## src/rtl/uart_tx_frame.sv

```systemverilog
// rtl/uart_tx_frame.sv - UART transmitter with runtime framing and one-word holding buffer
// Optional break generation is enabled with `define UART_TX_BREAK_EN (adds input tx_break).
module uart_tx_frame #(
  parameter int NB_DATA = 8,
  parameter int SB_TICK = 16,
  parameter int NB_TCNT = 10
) (
  input  logic               clk,
  input  logic               reset,
  input  logic               s_tick,
  input  logic               in_valid,
  output logic               in_ready,
  input  logic [NB_DATA-1:0] data_in,
  input  logic [3:0]         cfg_nbits,
  input  logic [1:0]         cfg_parity,
  input  logic               cfg_stop2,
`ifdef UART_TX_BREAK_EN
  input  logic               tx_break,
`endif
  output logic               tx_busy,
  output logic               tx_done_tick,
  output logic               tx_serial
);

  typedef enum logic [2:0] {IDLE, START, DATA, PARITY, STOP, BRK, MAB} state_t;

  localparam logic [NB_TCNT-1:0] TICK_LAST = NB_TCNT'(SB_TICK - 1);
  localparam logic [3:0]         NB_MAX    = 4'(NB_DATA);

  state_t               state_q, state_d;
  logic [NB_TCNT-1:0]   tick_q, tick_d;
  logic [3:0]           bit_q, bit_d;
  logic [NB_DATA-1:0]   shift_q, shift_d;
  logic [NB_DATA-1:0]   buf_q, buf_d;
  logic                 buf_full_q, buf_full_d;
  logic [3:0]           nbits_q, nbits_d;
  logic                 par_en_q, par_en_d;
  logic                 par_bit_q, par_bit_d;
  logic                 stop2_q, stop2_d;
  logic                 tx_q, tx_d;

  logic                 bit_end;
  logic                 write;
  logic                 load;
  logic                 done_c;
  logic [3:0]           nbits_eff;
  logic [NB_DATA-1:0]   masked;
  logic                 par_new;

  assign bit_end      = s_tick && (tick_q == TICK_LAST);
  assign write        = in_valid && !buf_full_q;
  assign in_ready     = ~buf_full_q;
  assign tx_busy      = (state_q != IDLE);
  assign tx_serial    = tx_q;
  assign tx_done_tick = done_c & ~reset;

  // Framing is taken from the cfg inputs at load time, so parity is precomputed then too.
  always_comb begin
    nbits_eff = (cfg_nbits < 4'd5 || cfg_nbits > NB_MAX) ? NB_MAX : cfg_nbits;
    masked    = '0;
    for (int i = 0; i < NB_DATA; i++) begin
      masked[i] = buf_q[i] & (i < int'(nbits_eff));
    end
    par_new = (^masked) ^ (cfg_parity == 2'b10);
  end

  always_comb begin
    state_d    = state_q;
    tick_d     = tick_q;
    bit_d      = bit_q;
    shift_d    = shift_q;
    buf_d      = buf_q;
    buf_full_d = buf_full_q;
    nbits_d    = nbits_q;
    par_en_d   = par_en_q;
    par_bit_d  = par_bit_q;
    stop2_d    = stop2_q;
    load       = 1'b0;
    done_c     = 1'b0;

    if (state_q != IDLE && s_tick) begin
      tick_d = bit_end ? '0 : tick_q + NB_TCNT'(1);
    end

    case (state_q)
      IDLE: begin
`ifdef UART_TX_BREAK_EN
        if (tx_break) begin
          state_d = BRK;
          tick_d  = '0;
        end else if (buf_full_q) begin
          load = 1'b1;
        end
`else
        if (buf_full_q) begin
          load = 1'b1;
        end
`endif
      end
      START: begin
        if (bit_end) begin
          state_d = DATA;
          bit_d   = '0;
        end
      end
      DATA: begin
        if (bit_end) begin
          shift_d = shift_q >> 1;
          if (bit_q == nbits_q - 4'd1) begin
            bit_d   = '0;
            state_d = par_en_q ? PARITY : STOP;
          end else begin
            bit_d = bit_q + 4'd1;
          end
        end
      end
      PARITY: begin
        if (bit_end) begin
          state_d = STOP;
          bit_d   = '0;
        end
      end
      STOP: begin
        if (bit_end) begin
          if (bit_q == {3'b000, stop2_q}) begin
            done_c = 1'b1;
            if (buf_full_q) begin
              load = 1'b1;
            end else begin
              state_d = IDLE;
            end
          end else begin
            bit_d = 4'd1;
          end
        end
      end
`ifdef UART_TX_BREAK_EN
      BRK: begin
        tick_d = '0;
        if (!tx_break) begin
          state_d = MAB;
        end
      end
      MAB: begin
        if (bit_end) begin
          state_d = IDLE;
        end
      end
`endif
      default: state_d = IDLE;
    endcase

    if (load) begin
      shift_d    = buf_q;
      nbits_d    = nbits_eff;
      par_en_d   = (cfg_parity == 2'b01) || (cfg_parity == 2'b10);
      par_bit_d  = par_new;
      stop2_d    = cfg_stop2;
      state_d    = START;
      tick_d     = '0;
      bit_d      = '0;
      buf_full_d = 1'b0;
    end
    if (write) begin
      buf_d      = data_in;
      buf_full_d = 1'b1;
    end
  end

  // The line is registered from the next state so it changes on the same edge as the state.
  always_comb begin
    tx_d = 1'b1;
    case (state_d)
      START:   tx_d = 1'b0;
      DATA:    tx_d = shift_d[0];
      PARITY:  tx_d = par_bit_d;
      BRK:     tx_d = 1'b0;
      default: tx_d = 1'b1;
    endcase
  end

  always_ff @(posedge clk) begin
    if (reset) begin
      state_q    <= IDLE;
      tick_q     <= '0;
      bit_q      <= '0;
      shift_q    <= '0;
      buf_q      <= '0;
      buf_full_q <= 1'b0;
      nbits_q    <= NB_MAX;
      par_en_q   <= 1'b0;
      par_bit_q  <= 1'b0;
      stop2_q    <= 1'b0;
      tx_q       <= 1'b1;
    end else begin
      state_q    <= state_d;
      tick_q     <= tick_d;
      bit_q      <= bit_d;
      shift_q    <= shift_d;
      buf_q      <= buf_d;
      buf_full_q <= buf_full_d;
      nbits_q    <= nbits_d;
      par_en_q   <= par_en_d;
      par_bit_q  <= par_bit_d;
      stop2_q    <= stop2_d;
      tx_q       <= tx_d;
    end
  end

endmodule
```

## config.mk

```make
export PLATFORM = sky130hd
export DESIGN_NAME = uart_tx_frame
export DESIGN_NICKNAME = d
export VERILOG_FILES = /design/src/rtl/uart_tx_frame.sv
export SDC_FILE = /design/constraint.sdc
export NUM_CORES = 1
export LEC_CHECK = 0
export CORE_ASPECT_RATIO = 1.25
export CORE_UTILIZATION = 60
export CTS_BUF_LIST = sky130_fd_sc_hd__clkbuf_8 sky130_fd_sc_hd__clkbuf_16
export DETAILED_ROUTE_END_ITERATION = 12
export PLACE_DENSITY = 0.84
export SLEW_MARGIN = 20
export SYNTH_ARGS = -nofsm -noshare
export SYNTH_HDL_FRONTEND = slang
export SYNTH_SLANG_ARGS = --single-unit
```

## constraint.sdc

```tcl
create_clock -name clk -period 3.8 [get_ports clk]
set_input_delay 0.38 -clock clk [delete_from_list [all_inputs] [get_ports clk]]
set_output_delay 0.38 -clock clk [all_outputs]
set_load 0.01 [all_outputs]
```

==> run metrics <==
Yosys cell types=between 40 and 50; FMAX=around 0.34 GHz; # DRC=0; Synth warnings=0; fin crit share=between 70 and 80%; Netlist Area Pre-Place=~0.0022 mm^2; CTS Hold Bufs=0; routed wire length=between 4000 and 5000 um; Post-Syn Area per Cell=slightly below 9 um^2; Synth Flop Type=dfxtp_1; WL per Instance=roughly 13 um; # rows=24; Int Power=736.2 uW; gpl congestion=0.7842; DRT iter0 DRCs=76; Max-Slew Margin vs Limit=a little under 40%; Hold Path Class=reg2reg; ys async rst share=0%; first-pass GRT wire length=between 6000 and 7000 um; fin nets=287; CP Capture Type=output pin; initial antenna violation count=0; Die ar.=between 0.003 and 0.004 mm^2; status=finished clean; 1st-pass router iterations=4; Clock Tree Buf Depth=2; Die Height=around 70 um; Core Region=roughly 0.0035 mm^2; diodes inserted=0; Synth Instances=about 240; post-layout util=roughly 72%; dominant cell type by area after synthesis=dfxtp_1; gr ovfl total=0; clk slew on worst S/H paths=about 0.07 ns; gr usage total=21.95%; P per Cell Area=393.6 mW/mm^2; min cycle time layout=around 3 ns; TNS Setup=0 ns; Post-CTS Setup Bufs=0; Seq pwr share=between 40 and 50%; post-synth top area share=~39%; # IOs=23; Required @ worst endpoint=approximately 3.4 ns; EDFF count, synth=0; CP startpoint kind=register; combinational share of power=16.2%; I/O Buffers=22; multi-input logic area=roughly 0.0013 mm^2; # setup viols final=0; RSZ-0062 raised after global routing=false; routed vias/inst=~5.8; Filler cells=267; Post-synth top cells=42 x dfxtp_1, 33 x nor2_1, 16 x nand2_1; share of cells above drive strength 1=slightly below 7%; vias in the first global route=approximately 1,600; WP data arrival=2.56 ns; slowest CP cell=clkdlybuf4s50_1; Clock Sink Count=42; Fin. Hold Viols=0; syn_nets=~270; Detail Route Antenna Nets=0; CTS buffer count=5; Sw Share=about a quarter; Area Overhead vs Synth=15.76%; critical path class=reg2out; Max-cap violations=0; Worst-Skew Late Latency=between 0.2 and 0.3 ns; top-count cell post-synth=dfxtp_1; Synth area leaders=dfxtp_1 39%, mux2i_1 6.9%, nor2_1 5.7%; Pins Over Slew Limit=0; Static Leak=~0.00095 uW; number of H-tree levels=2; hold slack=roughly 0.47 ns; skew final=0.005753 ns; register area=840.8 um^2; clock network fraction of total power=34.8%; slew of the pin with the lowest slew margin=0.9189 ns; register area share after synthesis=roughly two fifths; starting density of the core=62.21%; Via Count=about 1,800; CTS resizes=0; IR drop worst, VDD=0.3309 mV; crit path max fanout=6; crit-path cells=ha_1 -> and4bb_2 -> nand3_2 -> or3_1 -> nor3_1 -> clkdlybuf4s50_1; Crit path largest cell delay=roughly 0.58 ns; post-DP HPWL=between 2000 and 3000 um; largest net degree at the start of global routing=31; post-synthesis register bit count=42; sw power=about 250 uW; CTS tree=yes; Die X-Extent=roughly 56 um; root buf cell=clkbuf_8
-- cell families (layout without fill, tap and decap cells) --
| kind of cell | after synthesis | after routing | synth area share [%] |
|---|---|---|---|
| AO/OA/AOI/OAI | 44 | 44 | 14.78 |
| XOR/XNOR | 20 | 20 | 8.718 |
| adder cells (fa/ha/maj) | 4 | 4 | 2.310 |
| buffers and inverters | 16 | 38 | 3.464 |
| flip-flops | 42 | 42 | 38.80 |
| multiplexers | 15 | 15 | 6.928 |
| AND/OR/NAND/NOR | 102 | 102 | 25.00 |
-- area by class of cell --
type | count | area share (%)
multi-input cells | 185 | 49.88
flip-flops and latches | 42 | 33.52
repair buffers | 24 | 9.377
clock buffers | 5 | 2.743
well taps | 39 | 1.945
clock inverters | 3 | 1.646
inverters | 6 | 0.8978
-- cell usage in the layout, fill, tap and decap left out, types with 2 or more instances in the layout --
cell type,Yosys,routed
xnor2_1,8,8
inv_1,6,7
ha_1,4,4
nand4b_1,2,2
nand3_1,12,12
a32o_1,2,2
clkdlybuf4s50_1,0,22
mux2i_1,15,15
a31oi_1,3,3
buf_4,1,2
dfxtp_1,42,42
nor2_1,33,33
nor3_1,4,4
o211ai_1,5,5
and3_1,6,6
a211oi_1,9,9
clkbuf_8,0,5
nor2b_1,7,7
nand3b_1,2,2
a21oi_1,12,12
a211oi_2,2,2
o21ai_0,5,5
nand2b_1,4,4
and4_1,2,2
or3_1,4,4
a21o_1,2,2
xor2_1,11,11
nand2_1,16,16
-- state kept, by name (all words and copies together) (netlist names) --
signal      count
state_q         3
tick_q         10
nbits_q         4
bit_q           4
stop2_q         1
tx_serial       1
buf_q           8
buf_full_q      1
shift_q         8
par_bit_q       1
par_en_q        1
-- metal layers --
metal / global-route usage (%) / part of all wire (%) / vias to the layer above
li1: - / - / 899
met2: 38.69 / 50 / 35
met3: 4.104 / 3.1 / 6
met4: 9.444 / 1.4 / 0
met1: 25.66 / 46 / 828
met5: 0 / 0 / -
-- stage by stage --
| step | area, um^2 | std cells | worst slack [ns] | power [uW] |
|---|---|---|---|---|
| 2_1_floorplan | 2167 | 243 | 1.823 | 601.6 |
| 3_3_place_gp | 2399 | 296 | 0.9742 | 648.6 |
| 3_5_place_dp | 2399 | 296 | 0.9283 | 652.6 |
| 4_1_cts | 2509 | 304 | 0.8829 | 991.9 |
| 5_1_grt | 2509 | 304 | 0.7337 | 1023 |
| 6_report | 2509 | 304 | 0.8624 | 987.5 |
-- power by group through the flow --
stage | registers [uW] | logic [uW] | clock network, uW
4_1_cts | 484 | 160 | 348
5_1_grt | 487 | 175 | 361
3_3_place_gp | 494 | 155 | 0
3_5_place_dp | 494 | 159 | 0
2_1_floorplan | 491 | 111 | 0
6_report | 484 | 160 | 343
-- worst paths after layout --
kind / slack, ns / end / cells after the start / from
max: 0.86 / tx_done_tick / 6 / tick_q[0]
min: 0.47 / tick_q[1] / 2 / tick_q[1]
max reg2reg: 1.34 / buf_full_q / 7 / tick_q[0]
min reg2reg: 0.47 / tick_q[1] / 2 / tick_q[1]
-- worst max-delay path: cells and delay by family, from the launching register on --
kind | cells | cell delay (ns)
and+or+nand+nor | 4 | 1.09
adders and majority gates | 1 | 0.24
buffers and inverters | 1 | 0.58
DFF | 1 | 0.38
No activity file was read; power rests on OpenSTA's default activity.
